--- config.mk ---
export PLATFORM = sky130hd
export DESIGN_NAME = fifo_reader
export DESIGN_NICKNAME = d
export VERILOG_FILES = /design/src/rtl/fifo_reader.sv
export SDC_FILE = /design/constraint.sdc
export NUM_CORES = 1
export LEC_CHECK = 0
export CAP_MARGIN = 30
export CORE_MARGIN = 4
export CORE_UTILIZATION = 55
export CTS_CLUSTER_DIAMETER = 100
export DETAILED_ROUTE_END_ITERATION = 7
export DONT_BUFFER_PORTS = 1
export PLACE_DENSITY_LB_ADDON = 0.1
export SYNTH_ARGS = -nofsm -noshare
export SYNTH_HDL_FRONTEND = slang
export SYNTH_SLANG_ARGS = --single-unit
--- constraint.sdc ---
create_clock -name CLK -period 3.65 [get_ports CLK]
set_clock_uncertainty 0.05 [all_clocks]
set_input_delay 0.1825 -clock CLK [delete_from_list [all_inputs] [get_ports CLK]]
set_output_delay 0.1825 -clock CLK [all_outputs]
set_load 0.03 [all_outputs]
--- src/rtl/fifo_reader.sv ---
// fifo_reader: drains a show-ahead FIFO into a ready/valid stream.
// It has a two-entry output buffer: a head register that drives the stream
// and a skid register that absorbs the pop already in flight when the
// downstream stalls. The FIFO pop strobe never depends on OUT_READY.
// Optional feature: define FIFO_READER_COUNT_EN to add a 16-bit WORD_COUNT
// output that counts delivered words.
module fifo_reader #(
    parameter int DATA_WIDTH = 32
) (
    input  logic                  CLK,
    input  logic                  RESET,
    input  logic                  ENABLE,
    input  logic                  FLUSH,
    input  logic [DATA_WIDTH-1:0] FIFO_DATA,
    input  logic                  FIFO_EMPTY,
    output logic                  FIFO_POP,
    output logic [DATA_WIDTH-1:0] OUT_DATA,
    output logic                  OUT_VALID,
    input  logic                  OUT_READY
`ifdef FIFO_READER_COUNT_EN
    ,
    output logic [15:0]           WORD_COUNT
`endif
);

    typedef enum logic [1:0] {
        ST_EMPTY = 2'd0,
        ST_ONE   = 2'd1,
        ST_TWO   = 2'd2
    } state_t;

    state_t                r_state;
    logic [DATA_WIDTH-1:0] r_head;
    logic [DATA_WIDTH-1:0] r_skid;
    logic                  r_valid;

    logic                  w_pop;
    logic                  w_xfer;

    // The pop decision uses only registered occupancy and upstream inputs, so
    // a stalled downstream can never create a combinational path to the FIFO.
    // Only the full (TWO) state blocks a pop; ONE always has room in the skid.
    assign w_pop  = !RESET && ENABLE && !FLUSH && !FIFO_EMPTY && (r_state != ST_TWO);
    assign w_xfer = r_valid && OUT_READY;

    assign FIFO_POP  = w_pop;
    assign OUT_DATA  = r_head;
    assign OUT_VALID = r_valid;

    // Occupancy FSM: reset beats flush, flush beats any pop or transfer.
    always_ff @(posedge CLK) begin
        if (RESET) begin
            r_state <= ST_EMPTY;
            r_valid <= 1'b0;
            r_head  <= '0;
            r_skid  <= '0;
        end else if (FLUSH) begin
            r_state <= ST_EMPTY;
            r_valid <= 1'b0;
        end else begin
            case (r_state)
                ST_EMPTY: begin
                    if (w_pop) begin
                        r_head  <= FIFO_DATA;
                        r_valid <= 1'b1;
                        r_state <= ST_ONE;
                    end
                end
                ST_ONE: begin
                    if (w_pop && w_xfer) begin
                        r_head  <= FIFO_DATA;
                    end else if (w_pop) begin
                        r_skid  <= FIFO_DATA;
                        r_state <= ST_TWO;
                    end else if (w_xfer) begin
                        r_valid <= 1'b0;
                        r_state <= ST_EMPTY;
                    end
                end
                ST_TWO: begin
                    if (w_xfer) begin
                        r_head  <= r_skid;
                        r_state <= ST_ONE;
                    end
                end
                default: begin
                    r_valid <= 1'b0;
                    r_state <= ST_EMPTY;
                end
            endcase
        end
    end

`ifdef FIFO_READER_COUNT_EN
    logic [15:0] r_word_count;

    assign WORD_COUNT = r_word_count;

    // Delivered-word counter; a transfer coinciding with a flush is discarded.
    always_ff @(posedge CLK) begin
        if (RESET || FLUSH) begin
            r_word_count <= 16'h0000;
        end else if (w_xfer) begin
            r_word_count <= r_word_count + 16'h0001;
        end
    end
`endif

endmodule

Word level (Yosys, flattened, before mapping)

Index checks and enable logic that the tools add are counted.
W data, S select, Z words.

Flip-flop bits (word level): 67
Bits in latches: 0
Memory bits (writable): 0
Bits in read-only memories: 0
Input bits: 38
Output and inout bits: 34
Word-level logic and storage cells: 48
Memories kept: 0

Add/subtract/negate cells: 0
$mul: 0
Div/mod/pow operators: 0
Magnitude comparators: 0
Equal/unequal tests: 10
Shift-type cells: 0
Muxes and demuxes: 15
Bitwise gates (word level): 3
Reduce and logical (&&, ||, !) cells: 16

Operators with widths:

| operator             | number |
|---|---|
| $mux W32             | 3 |
| $pmux W32 S3         | 1 |
| $ne A2 B2 Y1 const B | 7 |
| $mux W2              | 5 |
| $reduce_and A5 Y1    | 2 |
| $reduce_and A4 Y1    | 2 |
| $logic_and A1 B1 Y1  | 6 |
| $pmux W2 S3          | 1 |
| $mux W1              | 4 |
| $logic_not A1 Y1     | 3 |
| $ne A3 B3 Y1 const B | 1 |
| $not A1 Y1           | 3 |
| $pmux W1 S3          | 1 |
| $reduce_bool A3 Y1   | 1 |
| $eq A2 B1 Y1 const B | 1 |
| $eq A2 B2 Y1 const B | 1 |
| $logic_not A2 Y1     | 1 |
| $reduce_or A2 Y1     | 1 |

Longest topological paths before layout

Gate-level depths: netlist of run 1.

Word-level depth: 8
Depth in mapped cells: 6
Depth with buffers taken out: 4

Least setup slack after synthesis of run 1

Ideal clock, no wire load.

Path type: reg-to-output
Start point: register r_state[0]
End point: output port FIFO_POP
Data arrival time: 1867 ps
Required time: 3418 ps
Slack: 1551 ps
Cell stages (with the launch flop): 5
Buffers on the path: 2
Cell sequence: dfxtp_1 > nand2b_1 > buf_2 > buf_1 > nor3b_1

Word-level cells in the longest chain between the ends: 2

RTL lines:

| what                   | RTL line | RTL |
|---|---|---|
| from (decl)            | 32       | `state_t r_state;` |
| from (signal assigned) | 53       | `r_state <= ST_EMPTY;` |
| from (signal assigned) | 58       | `r_state <= ST_EMPTY;` |
| from (signal assigned) | 66       | `r_state <= ST_ONE;` |
| $ne A2 B2 Y1           | 43       | `assign w_pop = !RESET && ENABLE && !FLUSH && !FIFO_EMPTY && (r_state != ST_TWO);` |
| $logic_and A1 B1 Y1    | 43       |  |
| to (decl)              | 16       | `output logic FIFO_POP,` |

No other way between the ends.

Final worst setup path of run 1

Ends and elaborated chain as after synthesis.

==> results.cfg, run 1 <==
[die]
ios = 72
rows = 26
core_sq_um = 5070
die_h_um = 80.2
die_w_um = 80.2
dieArea_sq_um = 6430
start_util_pct = 56.5

[cts]
path_clk_slew_ps = 80
post_cts_buffers = 0
cts_max_path_buffers = 2
tritoncts = done
clk_latency_ps = 330
cts_sinks = 67
holdBufCountCts = 34
ctsResizeCount = 0
cts_max_level = 3
cts_made_buffers = 9
clock-root-buffer = clkbuf_8

[grt]
track_usage_pct = 21.1
antenna_found_initial = 0
grt.overflow.total = 0
grt_pass1_vias = 2136
grt_pass1_wl_um = 10400
grt_max_degree = 65

[timing]
finalCritPeriodShare_pct = 63.4
finalCriticalPeriod_ps = 2310
slew_violations = 0
hold_viol = 0
tns_ps = 0
tightest_slew_ps = 1020
rsz0062_at_grt = false
fin_ws_ps = 1340
setup_viol = 0
max_freq_ghz = 0.432
slew_headroom_pct = 31.9

[power]
p_int_mw = 1.04
power_frac_comb_pct = 7.7
p_leak_nw = 1.30
switchingPower_mw = 0.360
ir_drop_v = 0.000325
power_density_nw_per_um2 = 416
power_frac_seq_pct = 55.7
p_sw_share_pct = 25.7
clkPwrFrac_pct = 36.6

[worst_setup_path]
timing.rr.start = OUT_VALID
rrSetupSlack_ps = 1380
crit_type = flip-flop to output port
crit_end = FIFO_POP
r2r_cells = 5
critPathLaunch = r_state[0]
r2r_end = OUT_DATA[4]
cp_data_required_time_ps = 3420
arrival_ps = 2080
end_kind = output port
crit_fanout = 16
start_kind = flip-flop

[place]
preCtsSetupSlack_ps = 1420
gp_congestion = 0.816
dpl_cell_area_sq_um = 2850
port_buffers = 0
dp_hpwl_um = 3460

[detailed_routing]
firstDrtPassIters = 4
wl_per_cell_um = 15.5
drcViolationCount = 0
antenna_left = 0
viasPerCell = 5.40
drtIter0Drc = 85
routed_wl_um = 6310
vias = 2193

[run]
cap_violations = 0

[finish]
final_net_count = 369
diodes = 0
syn2layout_area_growth_pct = 17.6
utilization_pct = 66.4
layout-drive-gt1-share_pct = 14.6
post-route-cell-area_sq_um = 3370

[hold_path]
min_path_cells = 2
hold_class = primary input to flip-flop

[synthesis]
synth_seq_cells = 67
synth_area_sq_um = 2870
synth_cells = 307
syn-num-nets = 345
yosysSeqAreaShare_pct = 46.8
syn_area_per_cell_sq_um = 9.34
yosys_warnings = 0
synth_cell_type_count = 26

[run_status]
status = complete, no violations
-- flip-flops by register name, summed over array words and instances, names as in the netlist --
name       count
r_state        2
OUT_DATA      32
OUT_VALID      1
r_skid        32
-- synth_stat cells --
| master | number | share of area [%] |
|---|---|---|
| a211oi_1 | 4 | 1.0 |
| a211oi_2 | 28 | 12 |
| a21boi_1 | 1 | 0.26 |
| a21oi_1 | 34 | 5.9 |
| a221oi_1 | 1 | 0.31 |
| a31oi_1 | 1 | 0.22 |
| and3_1 | 1 | 0.22 |
| and4b_1 | 1 | 0.35 |
| buf_1 | 1 | 0.13 |
| buf_2 | 6 | 1.0 |
| buf_4 | 3 | 0.79 |
| buf_6 | 3 | 1.2 |
| clkbuf_1 | 12 | 1.6 |
| dfxtp_1 | 67 | 47 |
| mux2i_1 | 32 | 11 |
| nand2_1 | 66 | 8.6 |
| nand2b_1 | 2 | 0.44 |
| nand3_1 | 1 | 0.17 |
| nand3b_1 | 2 | 0.52 |
| nor2_1 | 34 | 4.5 |
| nor3b_1 | 2 | 0.52 |
| o21bai_1 | 1 | 0.26 |
| o22a_1 | 1 | 0.31 |
| o32ai_4 | 1 | 0.96 |
| or2_0 | 1 | 0.22 |
| or3b_1 | 1 | 0.31 |
-- worst min path at each step --
stage	startpoint	endpoint	slack, ps
global placement	RESET	OUT_DATA[14]	210
finish	FIFO_DATA[22]	OUT_DATA[22]	40
global route	FIFO_DATA[22]	OUT_DATA[22]	50
detailed placement	RESET	OUT_DATA[14]	210
CTS	FIFO_DATA[22]	OUT_DATA[22]	20
floorplan	OUT_READY	r_state[1]	250
-- metrics by stage --
stage / instances / hold WS, ps / power, mW
after global routing: 406 / 48.2 / 1.47
after global placement: 356 / 207 / 0.858
after detailed placement: 356 / 206 / 0.859
after floorplan: 307 / 248 / 0.863
final: 406 / 36.6 / 1.40
after CTS: 406 / 24.6 / 1.42
-- layout make-up --
class                      instances  area (sq um)
sequential                        67          1340
fill                             461          1700
multi-input combinational        215          1390
clock buffer                      11           131
clock inverter                     5          30.0
timing repair buffer              38           388
tap                               70          87.6
-- cell families after synthesis --
logic type | synth area share [%]
AND/OR/NAND/NOR | 15.8
buffers and inverters | 4.71
AO/OA/AOI/OAI | 21.5
flip-flops | 46.8
multiplexers | 11.2
-- metal layers --
layer | vias up | global-route usage, % | wire (um)
li1 | 1106 | - | -
met1 | 1018 | 26.9 | 2790
met2 | 63 | 32.4 | 3020
met3 | 6 | 7.40 | 433
met4 | 0 | 8.45 | 65
met5 | - | 0 | 0
-- worst max-delay path, cell delays in order (launching register included) --
cell	delay (ps)
dfxtp_1	380
nand2b_2	480
nor3b_1	890
-- cells in the final DEF, fill, tap and decap left out --
master	count
dfxtp_1	67
nand2_1	66
nor2_1	34
a21oi_1	34
dlygate4sd3_1	33
mux2i_1	32
a211oi_2	28
clkbuf_8	9
a211oi_1	4
buf_4	4
clkinv_2	3
nor3b_1	2
nand3b_1	2
clkbuf_1	2
clkinvlp_4	2
or2_0	1
nand2b_1	1
nand2b_2	1
a21boi_1	1
and3_1	1
nand3_1	1
or3b_1	1
o32ai_4	1
o21bai_1	1
and4b_1	1
a31oi_1	1
o22a_1	1
a221oi_1	1
buf_16	1
-- power groups by stage --
stage	registers (mW)	logic, mW	clock network (mW)
final	0.782	0.107	0.514
after global routing	0.783	0.118	0.570
after CTS	0.782	0.107	0.531
after detailed placement	0.799	0.0602	0
after global placement	0.798	0.0591	0
after floorplan	0.795	0.0684	0
No activity file was read; power rests on OpenSTA's default activity.
==> inputs of run 2 (changes only) <==
clock period = 2.2 ns   (was 3.65 ns; I/O delays follow)
==> run 2 against run 1 <==
Sequential cell count unchanged. Total power increased by 79%. Wire length decreased by 0.54%. Critical endpoint is now r_state[1]. Highest routed layer unchanged.
==> results.cfg, run 2 (synthesized netlist as in run 1, its figures left out) <==
[run_status]
status = complete, no violations

[die]
die_w_um = 80.2
dieArea_sq_um = 6430
core_sq_um = 5070
start_util_pct = 56.5
ios = 72
rows = 26
die_h_um = 80.2

[place]
port_buffers = 0
gp_congestion = 0.784
dp_hpwl_um = 3760
dpl_cell_area_sq_um = 2910

[worst_setup_path]
crit_path_max_incr_delay_ps = 580
r2r_cells = 4
timing.rr.start = r_state[1]
start_kind = flip-flop
arrival_ps = 2230
rrSetupSlack_ps = 190
path_cells = nor3b_1, nand2_1, a221oi_1, dlygate4sd3_1
end_kind = flip-flop
crit_end = r_state[1]
crit_type = flip-flop to flip-flop
crit_cells = 4
r2r_end = r_state[1]
cp_data_required_time_ps = 2420
cp_num_buf_inv = 1
cpMaxStageDelayCell = nor3b_1
critPathLaunch = r_state[1]
crit_fanout = 6
cpLargestDelayFamily = simple AND/OR/NAND/NOR gates

[cts]
ctsResizeCount = 0
post_cts_buffers = 0
cts_sinks = 67
clk_latency_ps = 320
cts_max_path_buffers = 2
holdBufCountCts = 35
cts_max_level = 3
cts_made_buffers = 9
tritoncts = done
path_clk_slew_ps = 70
clock-root-buffer = clkbuf_8

[timing]
tightest_slew_ps = 656
tns_ps = 0
finalCriticalPeriod_ps = 2010
slew_violations = 0
hold_viol = 0
finalCritPeriodShare_pct = 91.4
slew_headroom_pct = 56.1
max_freq_ghz = 0.497
setup_viol = 0
rsz0062_at_grt = false

[finish]
final_net_count = 376
diodes = 0
layout_common_cells = dfxtp_1 (67), nand2_1 (66), nor2_1 (34), a21oi_1 (34), dlygate4sd3_1 (34)
final_common_cell = dfxtp_1
fill_cells = 424
layout-drive-gt1-share_pct = 16.3
post-route-cell-area_sq_um = 3480
syn2layout_area_growth_pct = 21.4

[detailed_routing]
drcViolationCount = 0
wl_per_cell_um = 15.2
firstDrtPassIters = 4
viasPerCell = 5.37
antenna_left = 0
vias = 2216
routed_wl_um = 6280
drtIter0Drc = 113

[run]
cap_violations = 0

[grt]
grt_pass1_wl_um = 10100
antenna_found_initial = 0
grt_pass1_vias = 2111
track_usage_pct = 20.0
grt_max_degree = 65
grt.overflow.total = 0

[hold_path]
hold_class = primary input to flip-flop

[power]
power_density_nw_per_um2 = 720
p_leak_nw = 1.37
ir_drop_v = 0.000477
## run 2: cell count changes in the layout (fill, tap and decap cells not counted), sizes merged
cell and change:
buf +6, bufinv +1, clkbuf +1, clkinvlp -2
dlygate4sd3 +1
## run 2: cell type report
cell class,count,area [sq um],area share (%)
Clock buffer,12,155,4.46
Sequential cell,67,1340,38.5
Clock inverter,4,48.8,1.40
Tap cell,70,87.6,2.52
Multi-Input combinational cell,215,1390,40.0
Timing Repair Buffer,45,455,13.1
## run 2: worst min path at each step
stage | start | end | slack, ps | depth (start not counted)
final | FIFO_DATA[25] | OUT_DATA[25] | 10 | 2
after global routing | FIFO_DATA[0] | OUT_DATA[0] | 0.7 | 2
after CTS | FIFO_DATA[9] | OUT_DATA[9] | 0.4 | 2
after detailed placement | RESET | OUT_DATA[14] | 130 | 1
after global placement | RESET | OUT_DATA[16] | 130 | 1
after floorplan | OUT_READY | r_state[1] | 180 | 1
## run 2: power by group
| group | internal, mW | switching [mW] |
|---|---|---|
| sequential | 1.24 | 0.0575 |
| clock | 0.584 | 0.441 |
| combinational | 0.0931 | 0.0965 |
## run 2: worst reg2reg max path, delay by kind of cell (launching register included)
kind / cells / cell delay, ps
and+or+nand+nor: 2 / 710
DFF: 1 / 360
AOI/OAI and AO/OA: 1 / 270
buffers and inverters: 1 / 570
## run 2: through the flow
stage | instances | hold WS, ps | utilization [%] | setup WS [ps] | power (mW)
floorplan | 307 | 176 | - | 173 | 1.43
CTS | 413 | 0.434 | 68.6 | 294 | 2.53
global route | 413 | 0.688 | 68.6 | 119 | 2.61
detailed placement | 362 | 134 | 57.3 | 341 | 1.43
finish | 413 | 11.7 | 68.6 | 190 | 2.51
global placement | 362 | 133 | 57.3 | 426 | 1.43
## run 2: metal layers
metal	global-route usage, %	part of all wire, %	vias to the layer above
li1	-	-	1122
met4	8.78	1.9	0
met1	24.7	45	1034
met5	0	0	-
met2	32.3	47	49
met3	5.72	5.6	11
